<file path="config.mk">
export PLATFORM = sky130hd
export DESIGN_NAME = mc_option_scheduler
export DESIGN_NICKNAME = d
export VERILOG_FILES = /design/src/rtl/mc_option_scheduler.sv
export SDC_FILE = /design/constraint.sdc
export NUM_CORES = 1
export LEC_CHECK = 0
export CELL_PAD_IN_SITES_DETAIL_PLACEMENT = 1
export CELL_PAD_IN_SITES_GLOBAL_PLACEMENT = 1
export CORE_ASPECT_RATIO = 1.1
export CORE_UTILIZATION = 38
export CTS_CLUSTER_DIAMETER = 40
export DETAILED_ROUTE_END_ITERATION = 12
export PLACE_DENSITY_LB_ADDON = 0.15
export SLEW_MARGIN = 20
export SYNTH_ARGS = -nofsm -noshare
export SYNTH_HDL_FRONTEND = slang
export SYNTH_SLANG_ARGS = --single-unit
</file>
<file path="constraint.sdc">
create_clock -name CLK -period 6.3 [get_ports CLK]
set_clock_uncertainty 0.15 [all_clocks]
set_input_delay 1.575 -clock CLK [delete_from_list [all_inputs] [get_ports CLK]]
set_output_delay 1.575 -clock CLK [all_outputs]
set_load 0.05 [all_outputs]
</file>
<file path="src/rtl/mc_option_scheduler.sv">
// mc_option_scheduler: sequences one option at a time through the ExpMu/ExpSigma
// table generators and the MC cores. The table RAM bank is ping-ponged so that
// generation of option N+1 overlaps core evaluation of option N.
// Ports: CLK/RST (async high); iOptValid/oOptReady/iMu/iS/iSigma option intake;
//   oMu/oS/oSigma/oGenStart/iGenDoneMu/iGenDoneSigma generator side;
//   oSwitch bank select; oCoreStart/iCoreDone core side;
//   oResultValid/oResultTag/oRunCycles completion report; oBusy activity.
`timescale 1ns/1ps
module mc_option_scheduler #(
   parameter int CoreN = 2,
   parameter int TagW  = 8
) (
   input  logic             CLK,
   input  logic             RST,
   input  logic             iOptValid,
   output logic             oOptReady,
   input  logic [17:0]      iMu,
   input  logic [17:0]      iS,
   input  logic [17:0]      iSigma,
   output logic [17:0]      oMu,
   output logic [17:0]      oS,
   output logic [17:0]      oSigma,
   output logic             oGenStart,
   input  logic             iGenDoneMu,
   input  logic             iGenDoneSigma,
   output logic             oSwitch,
   output logic             oCoreStart,
   input  logic [CoreN-1:0] iCoreDone,
   output logic             oResultValid,
   output logic [TagW-1:0]  oResultTag,
   output logic [15:0]      oRunCycles,
   output logic             oBusy
);

   typedef enum logic [1:0] {G_IDLE, G_RUN, G_READY} genState_t;
   typedef enum logic {C_IDLE, C_RUN} coreState_t;

   genState_t  genState, genNext;
   coreState_t coreState, coreNext;

   logic [TagW-1:0]  nextTag, genTag, coreTag;
   logic             muDone, sigDone;
   logic [CoreN-1:0] coreFlags;
   logic [15:0]      runCnt;

   logic             accept, handoff, coreFinish;
   logic             muSet, sigSet;
   logic [CoreN-1:0] coreSet;
   logic [15:0]      cntInc;

   assign oOptReady = (genState == G_IDLE);
   assign oBusy     = (genState != G_IDLE) || (coreState != C_IDLE);

   always_comb begin
      genNext    = genState;
      coreNext   = coreState;
      accept     = 1'b0;
      handoff    = 1'b0;
      coreFinish = 1'b0;
      // done pulses sampled on this edge count towards completion
      muSet      = muDone | iGenDoneMu;
      sigSet     = sigDone | iGenDoneSigma;
      coreSet    = coreFlags | iCoreDone;
      cntInc     = (runCnt == 16'hFFFF) ? runCnt : runCnt + 16'd1;

      unique case (genState)
         G_IDLE: begin
            if (iOptValid) begin
               accept  = 1'b1;
               genNext = G_RUN;
            end
         end
         G_RUN: begin
            if (muSet && sigSet) genNext = G_READY;
         end
         G_READY: begin
            if (coreState == C_IDLE) begin
               handoff = 1'b1;
               genNext = G_IDLE;
            end
         end
         default: genNext = G_IDLE;
      endcase

      unique case (coreState)
         C_IDLE: begin
            if (handoff) coreNext = C_RUN;
         end
         C_RUN: begin
            if (&coreSet) begin
               coreFinish = 1'b1;
               coreNext   = C_IDLE;
            end
         end
         default: coreNext = C_IDLE;
      endcase
   end

   always_ff @(posedge CLK or posedge RST) begin
      if (RST) begin
         genState     <= G_IDLE;
         coreState    <= C_IDLE;
         oMu          <= '0;
         oS           <= '0;
         oSigma       <= '0;
         oGenStart    <= 1'b0;
         oSwitch      <= 1'b0;
         oCoreStart   <= 1'b0;
         oResultValid <= 1'b0;
         oResultTag   <= '0;
         oRunCycles   <= '0;
         nextTag      <= '0;
         genTag       <= '0;
         coreTag      <= '0;
         muDone       <= 1'b0;
         sigDone      <= 1'b0;
         coreFlags    <= '0;
         runCnt       <= '0;
      end else begin
         genState     <= genNext;
         coreState    <= coreNext;
         oGenStart    <= accept;
         oCoreStart   <= handoff;
         oResultValid <= coreFinish;

         if (accept) begin
            oMu     <= iMu;
            oS      <= iS;
            oSigma  <= iSigma;
            genTag  <= nextTag;
            nextTag <= nextTag + 1'b1;
            muDone  <= 1'b0;
            sigDone <= 1'b0;
         end else if (genState == G_RUN) begin
            muDone  <= muSet;
            sigDone <= sigSet;
         end

         if (handoff) begin
            oSwitch   <= ~oSwitch;
            coreTag   <= genTag;
            runCnt    <= '0;
            coreFlags <= '0;
         end else if (coreState == C_RUN) begin
            runCnt <= cntInc;
            if (coreFinish) begin
               coreFlags  <= '0;
               oResultTag <= coreTag;
               oRunCycles <= cntInc;
            end else begin
               coreFlags <= coreSet;
            end
         end
      end
   end

endmodule

</file>
### Yosys cells after proc, flatten, opt, wreduce, memory -nomap -nowiden

Index checks and enable logic that the tools add are counted.

* $add $sub $neg: 2
* multipliers: 0
* div/mod/pow operators: 0
* order comparisons: 0
* eq/ne operators: 6
* shifts and indexed selects: 0
* mux-type cells: 23
* bitwise operators: 6
* reduce and logical (&&, ||, !) cells: 9

Operator list (count)
* two-way mux 16 bit: 3
* adder 16 x 1 -> 16 bit, second input constant: 1
* == test 16 bit, second input constant: 1
* two-way mux 1 bit: 12
* two-way mux 2 bit: 6
* adder 8 x 1 -> 8 bit, second input constant: 1
* != test 2 bit, second input constant: 3
* case mux 2 bit (3 select lines): 1
* AND reduction 3 bit: 2
* nonzero test 2 bit: 3
* inverter 1 bit: 3
* == test 2 x 1 -> 1 bit, second input constant: 1
* == test 2 bit, second input constant: 1
* logical NOT 2 bit: 1
* OR 1 bit: 2
* OR 2 bit: 1
* case mux 1 bit (2 select lines): 1
* AND reduction 2 bit: 1
* logical AND 1 bit: 1
* logical OR 1 bit: 1

* register bits after elaboration: 129
* bits in latches: 0
* bits in writable memories: 0
* memory bits (read-only): 0
* input port bits: 61
* output and inout port bits: 84
* logic and storage cells: 64
* memories kept: 0

### Longest topological paths before layout

* word-level depth: 7
* gate-level depth with buffers: 8
* mapped depth without buffers: 6

### Worst setup path before layout

OpenSTA, ideal clock, no wires.

* path kind: reg-to-output
* from: reg genState[0]
* to: out oBusy
* arrival: 1.756 ns
* path slack: 2.819 ns
* cell stages (with the launch flop): 4
* path buffers: 1
* cell sequence: dfrtp_1 -> clkbuf_1 -> nor2_1 -> nand2_1

* cells in the longest elaborated chain, start to end: 2

RTL lines
* from (decl): RTL line 38 `genState_t genState, genNext;`
* from (signal assigned): RTL line 120 `genState <= genNext;`
* nonzero test 2 bit: RTL line 52 `assign oBusy = (genState != G_IDLE) || (coreState != C_IDLE);`
* logical OR 1 bit: RTL line 52
* to (decl): RTL line 32 `output logic oBusy`

Every way passes these cells.

### Worst setup path in the final report

* from: reg coreState
* to: out oBusy

* cells in the longest elaborated chain, start to end: 1

RTL lines
* from (decl): RTL line 39 `coreState_t coreState, coreNext;`
* from (signal assigned): RTL line 121 `coreState <= coreNext;`
* logical OR 1 bit: RTL line 52

Every way passes these cells.

==> impl_metrics.yaml <==
sta:
  fmax_mhz: 225
  worst_pin_slew_ps: 967
  fin_crit_sh_pct: 70.5
  final_hold_viol_count: 0
  slew_headroom_pct: 35.5
  drv_slew: 0
  setup_violations: 0
  post-route-min-period_ps: 4440
  rsz0062_at_grt: "no"
  setup-tns-final_ps: 0
critical_path:
  path_max_fanout: 26
  cp_cell_sequence: "inv_1, nand2_1, clkdlybuf4s50_1"
  critPathKind: "flip-flop to output port"
  end_kind: "output port"
  worstPathArrival_ps: 2720
  crit_slowest_cell: "dfrtp_1"
  max_stage_delay_ps: 880
  crit_path_start_kind: "flip-flop"
  cp.required_ps: 4580
grt:
  grt_pass1_wl_um: 21500
  gr-usage-all-layers_pct: 19.6
  overflow: 0
  first_global_vias: 4240
  grt_antenna_before_repair: 0
  grt_start_max_net_pins: 47
die:
  io_pins: 145
  die_w_um: 115
  die_h_um: 126
  num_rows: 45
  die-area_um2: 14500
  start_util_pct: 38.8
  core_um2: 13700
routing:
  drtPass1Iterations: 4
  vias_per_cell: 4.91
  wl_per_cell_um: 16.7
  route.vias.total: 3862
  ant_nets: 0
  drc_errors: 0
  wl_um: 13100
  first_iter_violations: 79
logic_synthesis:
  synth_edf_count: 0
  yosys_warnings: 0
  synth_seq_cells: 129
  synth_ff_type: "dfrtp_1"
  ys_async_sr_fraction_pct: 100
  synthDistinctLibCells: 41
  synth_area_per_cell_um2: 12.2
  synth_nets: 502
  ys_seq_area_share_pct: 60.5
  syn_area_um2: 5340
  syn_inst: 439
clock_network:
  clockBufferDepth: 2
  clock_latency_ps: 420
  cts_tree: "done"
  cts-hold-fix-buffers: 0
  cts_buffers: 17
  ctsRootBufferMaster: "clkbuf_16"
  postCtsSetupBuffers: 0
  ctsResizeCount: 0
  clock-sinks: 129
  clkTransAtPathRegs_ps: 60
  htreeDepth: 4
cells_and_area:
  final_util_pct: 55.2
  final_area_um2: 7580
  layout_commonest_cell: "clkdlybuf4s50_1"
  nFillCells: 1460
  most-common-layout-cells: "clkdlybuf4s50_1 (144), dfrtp_1 (129), mux2_2 (70)"
  syn2layout_area_growth_pct: 42.1
  final_layout_size_suffix_gt1_share_pct: 19.9
  diodes: 0
  final_nets: 648
status:
  status: "finished, final reports clean"
run:
  drv_cap: 0
placement:
  gp_congestion: 0.746
  dpl_cell_area_um2: 6950
  io_buffer_count: 144
  dp_hpwl_um: 9040
power:
  power.density_nw_per_um2: 582
  cellLeakagePower_nw: 3.21
  peakVddDrop_v: 0.000313
worst_hold_path:
  worst_hold_path_type: "flip-flop to flip-flop"
-- synthesized netlist by cell type, types with 2 or more instances --
cell         n  share of area (%)
a31oi_1     13                1.5
o2bb2ai_1    3               0.49
mux2i_1      5               0.94
nor2_1      25                1.8
or4_1        2               0.28
nand4_2      2               0.47
and3_1       3               0.35
or2_2        3               0.35
mux2_2      70                 15
ha_1         2               0.47
o21ai_1      4               0.38
dfrtp_1    129                 61
buf_2        6               0.56
nand4_1      6               0.70
o21ai_0     18                1.7
o22ai_1      2               0.23
xor2_1      11                1.8
clkbuf_2     2               0.19
nor4_1       2               0.23
nand3_1      6               0.56
buf_6        2               0.42
a21oi_1     14                1.3
xnor2_1      9                1.5
nand2_1     58                4.1
inv_1       10               0.70
clkbuf_1    12               0.84
nand2b_1     2               0.23
a22o_1       3               0.49
nor3_1       3               0.28
-- worst max-delay path: cells and delay by family, from the launching register on --
kind / cells / cell delay [ps]
buffers and inverters: 2 / 1260
and+or+nand+nor: 1 / 150
DFF: 1 / 880
-- cell type report --
class / count / area [µm²] / share of cell area, %
clock buffer: 18 / 439 / 5.79
timing repair buffer: 150 / 1490 / 19.6
multi-input combinational: 276 / 1960 / 25.9
sequential: 129 / 3230 / 42.6
inverter: 11 / 43.8 / 0.578
tap: 188 / 235 / 3.10
clock inverter: 14 / 189 / 2.49
-- kinds of logic after synthesis --
family                   Yosys count  share of synthesized area [%]
flip-flops                       129                           60.5
XOR/XNOR                          20                           3.28
multiplexers                      75                           15.7
AND/OR/NAND/NOR                  116                           10.0
adder cells (fa/ha/maj)            2                          0.469
AO/OA/AOI/OAI                     63                           7.13
buffers and inverters             34                           2.86
-- through the flow --
| step | worst slack [ps] | cells | power (mW) | hold slack, ps |
|---|---|---|---|---|
| CTS | 1790 | 786 | 4.47 | 321 |
| global route | 1630 | 786 | 4.63 | 345 |
| finish | 1860 | 786 | 4.42 | 317 |
| detailed placement | 2250 | 754 | 3.40 | 310 |
| floorplan | 1130 | 439 | 2.71 | 285 |
| global placement | 2280 | 754 | 3.34 | 299 |
-- state kept, by name (all words and copies together) (netlist names) --
name / cells
coreFlags: 2
coreState: 1
coreTag: 8
genState: 2
genTag: 8
muDone: 1
nextTag: 8
oCoreStart: 1
oGenStart: 1
oMu: 18
oResultTag: 8
oResultValid: 1
oRunCycles: 16
oS: 18
oSigma: 18
oSwitch: 1
runCnt: 16
sigDone: 1
-- routing by layer --
layer,routed length (µm),vias up,track usage [%]
li1,-,1814,-
met1,5140,1933,20.7
met2,7000,94,34.6
met3,706,21,6.59
met4,272,0,9.09
met5,0,-,0
-- power by group --
part | internal (mW) | switching [mW] | total (mW)
Combinational | 0.743 | 1.27 | 2.01
Sequential | 1.14 | 0.226 | 1.37
Clock | 0.670 | 0.367 | 1.04
Total | 2.55 | 1.86 | 4.42
-- final timing paths --
| check | start | to | slack, ps | cells past startpoint |
|---|---|---|---|---|
| min | coreTag[5]$_DFFE_PP0P_ | oResultTag[5]$_DFFE_PP0P_ | 320 | 2 |
| min in group asynchronous | RST | oRunCycles[2]$_DFFE_PP0P_ | 1410 | 2 |
| max reg2reg | coreState$_DFF_PP0_ | oRunCycles[12]$_DFFE_PP0P_ | 3620 | 4 |
| min reg2reg | coreTag[5]$_DFFE_PP0P_ | oResultTag[5]$_DFFE_PP0P_ | 320 | 2 |
| max | coreState$_DFF_PP0_ | oBusy | 1860 | 3 |
| max in group asynchronous | RST | coreTag[5]$_DFFE_PP0P_ | 3600 | 3 |
(Power assumes the default switching activity.)
